<file path="src/rtl/minimig_autoconfig_pkg.sv">
// Shared constants for the Minimig autoconfig controller: table slot bases,
// autoconfig register indices, controller state codes and the slot picker.
package minimig_autoconfig_pkg;

  localparam logic [8:0] SlotBaseZ2     = 9'h000;
  localparam logic [8:0] SlotBaseZ3Ram  = 9'h040;
  localparam logic [8:0] SlotBaseZ3Ram2 = 9'h080;
  localparam logic [8:0] SlotBaseZ3Ram3 = 9'h0C0;
  localparam logic [8:0] SlotBaseEth    = 9'h100;

  localparam logic [5:0] RegZero     = 6'h20;
  localparam logic [5:0] RegZ3Base   = 6'h22;
  localparam logic [5:0] RegZ2Base   = 6'h24;
  localparam logic [5:0] RegZ2BaseLo = 6'h25;
  localparam logic [5:0] RegShutup   = 6'h26;

  typedef logic [2:0] state_t;
  localparam state_t StInit0 = 3'd0;
  localparam state_t StInit1 = 3'd1;
  localparam state_t StScan  = 3'd2;
  localparam state_t StIdle  = 3'd3;
  localparam state_t StRd1   = 3'd4;
  localparam state_t StRd2   = 3'd5;
  localparam state_t StDone  = 3'd6;

  typedef logic [1:0] rd_kind_t;
  localparam rd_kind_t RdRom  = 2'd0;
  localparam rd_kind_t RdZero = 2'd1;
  localparam rd_kind_t RdOnes = 2'd2;

  // Returns {found, index} of the lowest set bit of avail at or above from.
  function automatic logic [3:0] pick_slot(input logic [7:0] avail, input logic [2:0] from);
    pick_slot = 4'b0000;
    for (int i = 7; i >= 0; i--) begin
      if (avail[i] && (3'(i) >= from)) pick_slot = {1'b1, 3'(i)};
    end
  endfunction

endpackage

</file>
<file path="src/rtl/minimig_autoconfig_ctrl.sv">
// Autoconfig chain controller: walks the enabled boards in slot order, serves nibble reads
// from the external table and latches the base addresses the OS writes back.
module minimig_autoconfig_ctrl
  import minimig_autoconfig_pkg::*;
#(
  parameter int unsigned SLOTS = 5
) (
  input  logic             clk,
  input  logic             reset_n,
  input  logic [SLOTS-1:0] board_en,
  input  logic [3:0]       z2_size,
  input  logic [3:0]       z3c_size,
  input  logic             cpu_sel,
  input  logic             cpu_wr,
  input  logic [5:0]       cpu_reg,
  input  logic [15:0]      cpu_din,
  output logic [3:0]       cpu_dout,
  output logic             cpu_ack,
  output logic [8:0]       rom_raddr,
  input  logic [3:0]       rom_q,
  output logic             rom_we,
  output logic [8:0]       rom_waddr,
  output logic [3:0]       rom_d,
  output logic [3:0]       z2_base,
  output logic [2:0][7:0]  z3_base,
  output logic [15:0]      eth_base,
  output logic [SLOTS-1:0] cfgd,
  output logic             cfg_done
);

  state_t           state_q, state_d;
  logic [2:0]       slot_q, slot_d;
  logic [SLOTS-1:0] en_q, en_d, cfgd_q, cfgd_d, shut_q, shut_d;
  logic [3:0]       z2_base_q, z2_base_d, dout_q, dout_d;
  logic [2:0][7:0]  z3_base_q, z3_base_d;
  logic [15:0]      eth_base_q, eth_base_d;
  logic             done_q, done_d, ack_q, ack_d;
  logic [8:0]       raddr_q, raddr_d;
  rd_kind_t         rd_kind_q, rd_kind_d;
  logic [7:0]       avail;
  logic [3:0]       pick;
  logic [1:0]       z3_idx;

  assign z3_idx = 2'(slot_q - 3'd1);

  always_comb begin
    state_d    = state_q;
    slot_d     = slot_q;
    en_d       = en_q;
    cfgd_d     = cfgd_q;
    shut_d     = shut_q;
    z2_base_d  = z2_base_q;
    z3_base_d  = z3_base_q;
    eth_base_d = eth_base_q;
    done_d     = done_q;
    ack_d      = 1'b0;
    dout_d     = dout_q;
    raddr_d    = raddr_q;
    rd_kind_d  = rd_kind_q;
    avail      = '0;
    avail[SLOTS-1:0] = en_q & ~cfgd_q & ~shut_q;
    pick       = pick_slot(avail, slot_q);

    case (state_q)
      StInit0: begin
        en_d    = board_en;
        state_d = StInit1;
      end
      StInit1: state_d = StScan;
      StScan: begin
        if (pick[3]) begin
          slot_d  = pick[2:0];
          state_d = StIdle;
        end else begin
          done_d  = 1'b1;
          state_d = StDone;
        end
      end
      StIdle: begin
        if (cpu_sel && !cpu_wr) begin
          raddr_d   = {slot_q, cpu_reg};
          rd_kind_d = (cpu_reg[5:1] == RegZero[5:1]) ? RdZero : RdRom;
          state_d   = StRd1;
        end else if (cpu_sel) begin
          ack_d = 1'b1;
          // The Z2 low base nibble (reg 0x25) lies below the 1 MB granule: ack only.
          if (cpu_reg == RegShutup) begin
            shut_d[slot_q] = 1'b1;
            state_d        = StScan;
          end else if ((slot_q == 3'd0) && (cpu_reg == RegZ2Base)) begin
            z2_base_d = cpu_din[15:12];
            cfgd_d[0] = 1'b1;
            state_d   = StScan;
          end else if ((slot_q != 3'd0) && (cpu_reg == RegZ3Base)) begin
            if (slot_q == 3'd4) eth_base_d = cpu_din;
            else z3_base_d[z3_idx] = cpu_din[15:8];
            cfgd_d[slot_q] = 1'b1;
            state_d        = StScan;
          end
        end
      end
      StRd1: state_d = StRd2;
      StRd2: begin
        ack_d = 1'b1;
        case (rd_kind_q)
          RdZero:  dout_d = 4'b0000;
          RdOnes:  dout_d = 4'b1111;
          default: dout_d = rom_q;
        endcase
        state_d = done_q ? StDone : StIdle;
      end
      StDone: begin
        if (cpu_sel && !cpu_wr) begin
          rd_kind_d = RdOnes;
          state_d   = StRd1;
        end else if (cpu_sel) begin
          ack_d = 1'b1;
        end
      end
      default: state_d = StInit0;
    endcase
  end

  always_ff @(posedge clk or negedge reset_n) begin
    if (!reset_n) begin
      state_q    <= StInit0;
      slot_q     <= 3'd0;
      en_q       <= '0;
      cfgd_q     <= '0;
      shut_q     <= '0;
      z2_base_q  <= 4'h0;
      z3_base_q  <= '0;
      eth_base_q <= 16'h0000;
      done_q     <= 1'b0;
      ack_q      <= 1'b0;
      dout_q     <= 4'b1111;
      raddr_q    <= 9'h000;
      rd_kind_q  <= RdRom;
    end else begin
      state_q    <= state_d;
      slot_q     <= slot_d;
      en_q       <= en_d;
      cfgd_q     <= cfgd_d;
      shut_q     <= shut_d;
      z2_base_q  <= z2_base_d;
      z3_base_q  <= z3_base_d;
      eth_base_q <= eth_base_d;
      done_q     <= done_d;
      ack_q      <= ack_d;
      dout_q     <= dout_d;
      raddr_q    <= raddr_d;
      rd_kind_q  <= rd_kind_d;
    end
  end

  // Qualified by reset_n so the table is never written while reset holds the FSM in INIT0.
  assign rom_we    = reset_n && ((state_q == StInit0) || (state_q == StInit1));
  assign rom_waddr = (state_q == StInit1) ? (SlotBaseZ3Ram3 | 9'h005) : (SlotBaseZ2 | 9'h001);
  assign rom_d     = (state_q == StInit1) ? z3c_size : z2_size;

  assign rom_raddr = raddr_q;
  assign cpu_dout  = dout_q;
  assign cpu_ack   = ack_q;
  assign z2_base   = z2_base_q;
  assign z3_base   = z3_base_q;
  assign eth_base  = eth_base_q;
  assign cfgd      = cfgd_q;
  assign cfg_done  = done_q;

endmodule
</file>
<file path="config.mk">
export PLATFORM = sky130hd
export DESIGN_NAME = minimig_autoconfig_ctrl
export DESIGN_NICKNAME = d
export VERILOG_FILES = /design/src/rtl/minimig_autoconfig_pkg.sv /design/src/rtl/minimig_autoconfig_ctrl.sv
export SDC_FILE = /design/constraint.sdc
export NUM_CORES = 1
export LEC_CHECK = 0
export BUFFER_PORTS_ARGS = -buffer_cell sky130_fd_sc_hd__buf_2
export CAP_MARGIN = 20
export CORE_ASPECT_RATIO = 0.9
export CORE_MARGIN = 8
export CORE_UTILIZATION = 39
export CTS_BUF_LIST = sky130_fd_sc_hd__clkbuf_4 sky130_fd_sc_hd__clkbuf_8 sky130_fd_sc_hd__clkbuf_16
export DETAILED_ROUTE_END_ITERATION = 6
export PLACE_DENSITY = 0.72
export RECOVER_POWER = 50
export SLEW_MARGIN = 30
export SYNTH_ARGS = -nofsm -noshare
export SYNTH_HDL_FRONTEND = slang
export SYNTH_SLANG_ARGS = --single-unit
</file>
<file path="constraint.sdc">
create_clock -name clk -period 2.9 [get_ports clk]
set_clock_uncertainty 0.15 [all_clocks]
set_input_delay 0.58 -clock clk [delete_from_list [all_inputs] [get_ports clk]]
set_output_delay 0.58 -clock clk [all_outputs]
set_load 0.05 [all_outputs]
</file>
### Yosys cells after proc, flatten, opt, wreduce, memory -nomap -nowiden

Index checks and enable logic that the tools add are counted.

* $add $sub $neg: 1
* order comparisons: 9
* equal/unequal tests: 17
* muxes and demuxes: 31
* bitwise logic cells: 11
* reduce and logical (&&, ||, !) cells: 30

Operator list (count)
* bitwise mux 24 bit: 1
* two-way mux 3 bit: 8
* two-way mux 4 bit: 6
* one-hot mux 3 bit (7 select lines): 1
* equality test 6 bit (second input constant): 3
* demux 8 bit (select 2 bit): 1
* two-way mux 8 bit: 2
* AND reduction 7 bit: 2
* equality test 3 bit (second input constant): 4
* logical AND 1 bit: 11
* AND 5 bit: 2
* NOT 5 bit: 2
* OR 5 bit: 2
* AND reduction 5 bit: 2
* one-hot mux 4 bit (2 select lines): 1
* equality test 3 x 2 -> 1 bit (second input constant): 2
* >= comparator 1 x 3 -> 1 bit (first input constant): 2
* >= comparator 2 x 3 -> 1 bit (first input constant): 2
* zero test 3 bit: 2
* two-way mux 1 bit: 6
* AND reduction 2 bit: 3
* AND reduction 3 bit: 2
* AND reduction 6 bit: 1
* equality test 5 bit (second input constant): 1
* 23 further kinds: 30

* register bits after elaboration: 82

### Longest topological paths before layout

Gate-level depths: netlist of the first run.

* depth after elaboration: 11
* mapped depth: 6
* gate-level depth less buffers: 5

### Worst setup path before layout of the first run

No wires, ideal clock.

* path type: register to output
* start point: reg state_q[0]
* end point: out rom_d[0]
* data arrival time: 2128 ps
* required time: 2170 ps
* slack: 42 ps
* stages on the path, launching flop included: 5
* path buffers: 1
* cell sequence: dfrtp_1 > clkbuf_1 > nand2b_1 > nor2_1 > mux2_2

* word-level cells in the longest chain between the ends: 2

RTL lines
* start: declaration: RTL line minimig_autoconfig_ctrl.sv:31 `state_t state_q, state_d;`
* start signal: assignment: RTL line minimig_autoconfig_ctrl.sv:126 `state_q <= StInit0;`
* start signal: assignment: RTL line minimig_autoconfig_ctrl.sv:140 `state_q <= state_d;`
* equality test 3 x 1 -> 1 bit: RTL line minimig_autoconfig_ctrl.sv:159 `assign rom_d = (state_q == StInit1) ? z3c_size : z2_size;`
* two-way mux 4 bit: RTL line minimig_autoconfig_ctrl.sv:159
* end: declaration: RTL line minimig_autoconfig_ctrl.sv:23 `output logic [3:0] rom_d,`

No other way between the ends.

### Final worst setup path of the first run

* start point: reg state_q[0]
* end point: out rom_d[3]

Same word-level chain as after synthesis.

==> flow_summary.json, run 1 <==
{
  "p_per_area_nw_per_um2": 823,
  "gp_congestion": 0.823,
  "crit_fanout": 11,
  "slew_headroom_pct": 3.75,
  "status": "completed",
  "crit_type": "flop to output pin",
  "path_delay_family": "flip-flops",
  "synth_edf_count": 0,
  "grt.overflow.total": 0,
  "ctsResizeCount": 0,
  "final_hold_viol_count": 0,
  "synth_cells": 270,
  "synth-async-reset-ratio_pct": 100,
  "slew_violations": 0,
  "cts_buffer_depth": 2,
  "startpoint": "state_q[0]",
  "ys_seq_area_share_pct": 57.5,
  "synth-seq-cells": 82,
  "die_area_sq_um": 12500,
  "drt_iter0_markers": 97,
  "cp_slowest_cell": "dfrtp_1",
  "grt_pass1_vias": 2684,
  "grt_max_degree": 57,
  "drc": 0,
  "syn_area_sq_um": 3580,
  "final_cell_mix": "buf_2 (85), dfrtp_1 (78), mux2_2 (54)",
  "drv_cap": 0,
  "fin_ws_ps": 158,
  "clock_latency_ps": 350,
  "via_per_inst": 4.94,
  "finalSetupViolations": 0,
  "place_area_sq_um": 4270,
  "fin_area_sq_um": 4400,
  "cts_tree": "yes",
  "r2r-start": "state_q[2]",
  "ant_nets": 0,
  "cp-end-kind": "output pin",
  "tightest_slew_ps": 1440,
  "ctsRootBufferMaster": "clkbuf_8",
  "die_h_microns": 107,
  "cts-buffers-inserted": 9,
  "path_cells": "nand2b_1 -> nor2_1 -> mux2_2 -> buf_2",
  "initial_core_util_pct": 39.8,
  "htreeDepth": 3,
  "antenna_found_initial": 0,
  "area_growth_syn_to_layout_pct": 23.0,
  "dpl_worst_slack_ps": 98.7,
  "num_rows": 33,
  "finalCriticalPeriod_ps": 2740,
  "layout_commonest_cell": "buf_2",
  "period_share_pct": 94.5,
  "grt_pass1_wl_microns": 14200,
  "clk_pin_slew_ps": 80,
  "p_leak_nw": 2.30,
  "wl_microns": 8980,
  "cts.sinks": 82,
  "worstPathRequired_ps": 2170,
  "ys.flop_type": "dfrtp_1",
  "vdd_drop_max_uv": 350,
  "port_buffers": 114,
  "postSynthAreaPerCell_sq_um": 13.3,
  "wire_per_inst_microns": 17.4,
  "tns_ps": 0,
  "drive_gt1_share_pct": 46.2,
  "die_w_microns": 117,
  "diodes": 0,
  "nNetsFinal": 434,
  "drt_pass1_iterations": 5,
  "place_hpwl_microns": 6740,
  "path_buf_inv": 1,
  "coreArea_sq_um": 9000,
  "cts_setup_buffers": 0,
  "crit_path_start_kind": "flop",
  "max_freq_mhz": 365,
  "vias": 2548,
  "cp_data_arrival_time_ps": 2010,
  "track_usage_pct": 14.8,
  "synth.distinct_cells": 49,
  "min_path_type": "primary input to flop",
  "slowest_delay_ps": 540,
  "rsz0062_at_grt": "false",
  "yosys_warnings": 0,
  "hold_start": "cpu_din[6]",
  "cts-hold-fix-buffers": 0,
  "ioPinCount": 121
}
## path summary, 6_finish.rpt
| path | slack, ps | to | cells past startpoint |
|---|---|---|---|
| hold / removal | 300 | eth_base[6] | 2 |
| setup / recovery | 160 | rom_d[3] | 4 |
| max in group asynchronous | 470 | shut_q[2] | 3 |
| setup reg to reg | 500 | eth_base[9] | 5 |
| min in group asynchronous | 700 | z3_base[22] | 2 |
| hold reg to reg | 320 | shut_q[3] | 2 |
## kinds of logic after synthesis
family | count (synthesis) | synth area share (%)
other | 2 | 0.210
multiplexers | 64 | 21.0
XOR/XNOR | 1 | 0.245
buffers and inverters | 22 | 3.39
flip-flops | 82 | 57.5
AO/OA/AOI/OAI | 39 | 6.68
adder cells (fa/ha/maj) | 1 | 0.350
AND/OR/NAND/NOR | 59 | 10.6
## worst reg2reg max path, stage by stage (launching register included)
cell      delay (ps)
dfrtp_1          380
buf_4            170
nand3b_1         230
nor4_4           440
nand4_4          470
mux2_4           440
## synth_stat cells (2+ instances only)
cell | count | area [sq um]
dfrtp_1 | 78 | 1950
mux2_2 | 54 | 608
o21ai_0 | 15 | 75.1
nand2_1 | 14 | 52.6
nor2_1 | 10 | 37.5
mux2_4 | 9 | 135
a21oi_1 | 8 | 40.0
buf_4 | 8 | 60.1
inv_1 | 6 | 22.5
nand3_1 | 6 | 30.0
clkbuf_1 | 5 | 18.8
o21bai_1 | 5 | 37.5
dfstp_2 | 4 | 105
nor3_1 | 4 | 20.0
nand3b_1 | 3 | 22.5
a31oi_1 | 2 | 12.5
and2_1 | 2 | 12.5
and4b_1 | 2 | 20.0
conb_1 | 2 | 7.51
nand4_2 | 2 | 25.0
nor2b_1 | 2 | 12.5
o31ai_1 | 2 | 15.0
## metal layers
layer	routed length (microns)	track usage, %	part of all wire [%]
met4	163	5.21	1.8
met1	3780	18.0	42
met3	652	5.22	7.3
met5	0	0	0
met2	4380	23.7	49
## stage by stage
step | total power, mW | util, % | std cells | hold slack (ps)
2_1_floorplan | 2.56 | - | 274 | 134
3_3_place_gp | 2.88 | 47.5 | 501 | 292
3_5_place_dp | 2.91 | 47.5 | 501 | 301
4_1_cts | 3.67 | 49.4 | 516 | 117
5_1_grt | 3.84 | 48.9 | 516 | 295
6_report | 3.62 | 48.9 | 516 | 300
## report_power, final
group	switching [mW]	total, mW	leakage [nW]	internal (mW)
registers	0.145	1.49	1.08	1.34
logic	0.967	1.39	1.14	0.419
clock network	0.408	0.748	0.0848	0.339
## registers in the layout, indices dropped and copies added (netlist names)
register and cells:
cfg_done 1, cfgd 5, cpu_ack 1, cpu_dout 4, en_q 5, eth_base 16
rd_kind_q 2, rom_raddr 9, shut_q 5, slot_q 3, state_q 3, z2_base 4
z3_base 24
## area by class of cell
cell class / instances / area [sq um]
Multi-Input combinational cell: 170 / 1410
Tap cell: 122 / 153
Clock inverter: 4 / 28.8
Fill cell: 879 / 4600
Clock buffer: 11 / 145
Inverter: 6 / 22.5
Sequential cell: 82 / 2060
Timing Repair Buffer: 121 / 583
Power figures use the tool's default switching activity.
==> run 2, diff against run 1 <==
--- a/config.mk
+++ b/config.mk
@@ -14,6 +14,7 @@
 export DETAILED_ROUTE_END_ITERATION = 6
 export PLACE_DENSITY = 0.72
 export RECOVER_POWER = 50
+export REMOVE_ABC_BUFFERS = 1
 export SLEW_MARGIN = 30
 export SYNTH_ARGS = -nofsm -noshare
 export SYNTH_HDL_FRONTEND = slang
==> flow_summary.json, run 2 (same netlist as run 1, synthesis figures left out) <==
{
  "vdd_drop_max_uv": 413,
  "final_cell_mix": "buf_2 (86), dfrtp_1 (78), mux2_2 (54)",
  "regArea_sq_um": 2060,
  "fin_area_sq_um": 4430,
  "nNetsFinal": 435,
  "dpl_worst_slack_ps": 305,
  "p_clk_share_pct": 22.1,
  "tns_ps": 0,
  "max_freq_mhz": 370,
  "via_per_inst": 4.89,
  "drt_iter0_markers": 92,
  "cp_data_arrival_time_ps": 1970,
  "port_buffers": 114,
  "place_area_sq_um": 4280,
  "antenna_found_initial": 0,
  "drv_cap": 0,
  "r2r-end": "eth_base[7]",
  "coreArea_sq_um": 9000,
  "cts-buffers-inserted": 9,
  "p_seq_share_pct": 40.1,
  "path_cells": "nand2b_1 -> nor2_1 -> mux2_2 -> buf_2",
  "cts_tree": "yes",
  "largest_reg_flops": 24,
  "htreeDepth": 3,
  "hold_start": "cpu_din[3]",
  "stdcell_count": 517,
  "drive_gt1_share_pct": 46.3,
  "crit_path_start_kind": "flop",
  "cts-hold-fix-buffers": 0,
  "design_power_total_mw": 3.70,
  "worstPathRequired_ps": 2170,
  "r2r_cells": 5,
  "cts_setup_buffers": 0,
  "track_usage_pct": 14.1,
  "area_growth_syn_to_layout_pct": 23.7,
  "gp_congestion": 0.785,
  "vias": 2527,
  "slew_violations": 0,
  "clock_latency_ps": 340,
  "clk_pin_slew_ps": 90,
  "p_per_area_nw_per_um2": 836,
  "cp_slowest_cell": "dfrtp_1",
  "tightest_slew_ps": 1490,
  "p_int_mw": 2.16,
  "cts_buffer_depth": 2,
  "rsz0062_at_grt": "false",
  "r2r_setup_slack_ps": 450,
  "switching_share_pct": 41.6,
  "grt_pass1_wl_microns": 13800,
  "final_hold_viol_count": 0,
  "p_sw_mw": 1.54,
  "slew_headroom_pct": 0.918,
  "ctsRootBufferMaster": "clkbuf_8",
  "finalSetupViolations": 0,
  "min_to": "eth_base[3]",
  "drc": 0,
  "hold_ws_ps": 302,
  "crit_type": "flop to output pin",
  "share_comb_of_total_power_pct": 37.8,
  "multi_input_area_sq_um": 1410,
  "die_w_microns": 117,
  "grt.overflow.total": 0,
  "crit_fanout": 11,
  "grt_max_degree": 55,
  "drt_pass1_iterations": 4,
  "dp.cells": 502,
  "status": "completed",
  "hold_depth": 2,
  "ant_nets": 0,
  "wl_microns": 8650,
  "slowest_delay_ps": 540,
  "place_hpwl_microns": 6600,
  "final_util_pct": 49.2,
  "initial_core_util_pct": 39.8,
  "fin_ws_ps": 200,
  "wire_per_inst_microns": 16.7,
  "diodes": 0,
  "cts.sinks": 82,
  "num_rows": 33,
  "r2r-start": "state_q[1]",
  "ctsResizeCount": 0,
  "period_share_pct": 93.1,
  "nFillCells": 845,
  "ioPinCount": 121,
  "p_leak_nw": 2.32,
  "finalCriticalPeriod_ps": 2700,
  "die_h_microns": 107,
  "grt_pass1_vias": 2669,
  "min_path_type": "primary input to flop",
  "cp-end-kind": "output pin",
  "layout_commonest_cell": "buf_2",
  "die_area_sq_um": 12500
}
==> run 2: cell types whose count changed in the layout (fill, tap and decap cells not counted) <==
cell / previous run / this run
clkbuf_8: 10 / 9
clkinvlp_4: 2 / 1
clkbuf_4: 1 / 0
bufinv_16: 0 / 1
clkinv_4: 1 / 3
buf_2: 85 / 86
==> run 2: worst max-delay path by stage <==
stage                     startpoint           end  slack [ps]  cells after the start
after detailed placement  cpu_reg[3]  eth_base[14]         310                      6
after global placement    cpu_reg[3]    z2_base[0]         320                      6
after global routing      state_q[0]      rom_d[0]          60                      4
final                     state_q[0]      rom_d[0]         200                      4
after floorplan           state_q[2]      rom_d[0]       -1170                      3
after CTS                 state_q[0]      rom_d[0]         170                      4
==> run 2: cell type report <==
cell class	instances	share of cell area, %
sequential	82	46.5
timing repair buffer	122	13.3
tap	122	3.45
clock inverter	6	1.55
inverter	6	0.509
clock buffer	9	2.80
multi-input combinational	170	31.9
==> run 2: worst max-delay path: cells and delay by family (launching register included) <==
kind                   cells  cell delay (ps)
buffers and inverters      1              210
muxes                      1              390
and+or+nand+nor            2              490
DFF                        1              540
==> run 2: metal layers <==
layer	share of wire [%]	GRT usage [%]
met5	0	0
met4	1.9	6.94
met3	6.0	3.15
met2	51	23.4
met1	41	17.0
==> run 2: power by group through the flow <==
stage / clock network [mW] / logic [mW] / registers [mW]
after detailed placement: 0 / 1.42 / 1.51
after global placement: 0 / 1.38 / 1.49
after floorplan: 0 / 0.646 / 1.88
after CTS: 0.841 / 1.42 / 1.48
after global routing: 0.891 / 1.50 / 1.51
final: 0.817 / 1.40 / 1.49
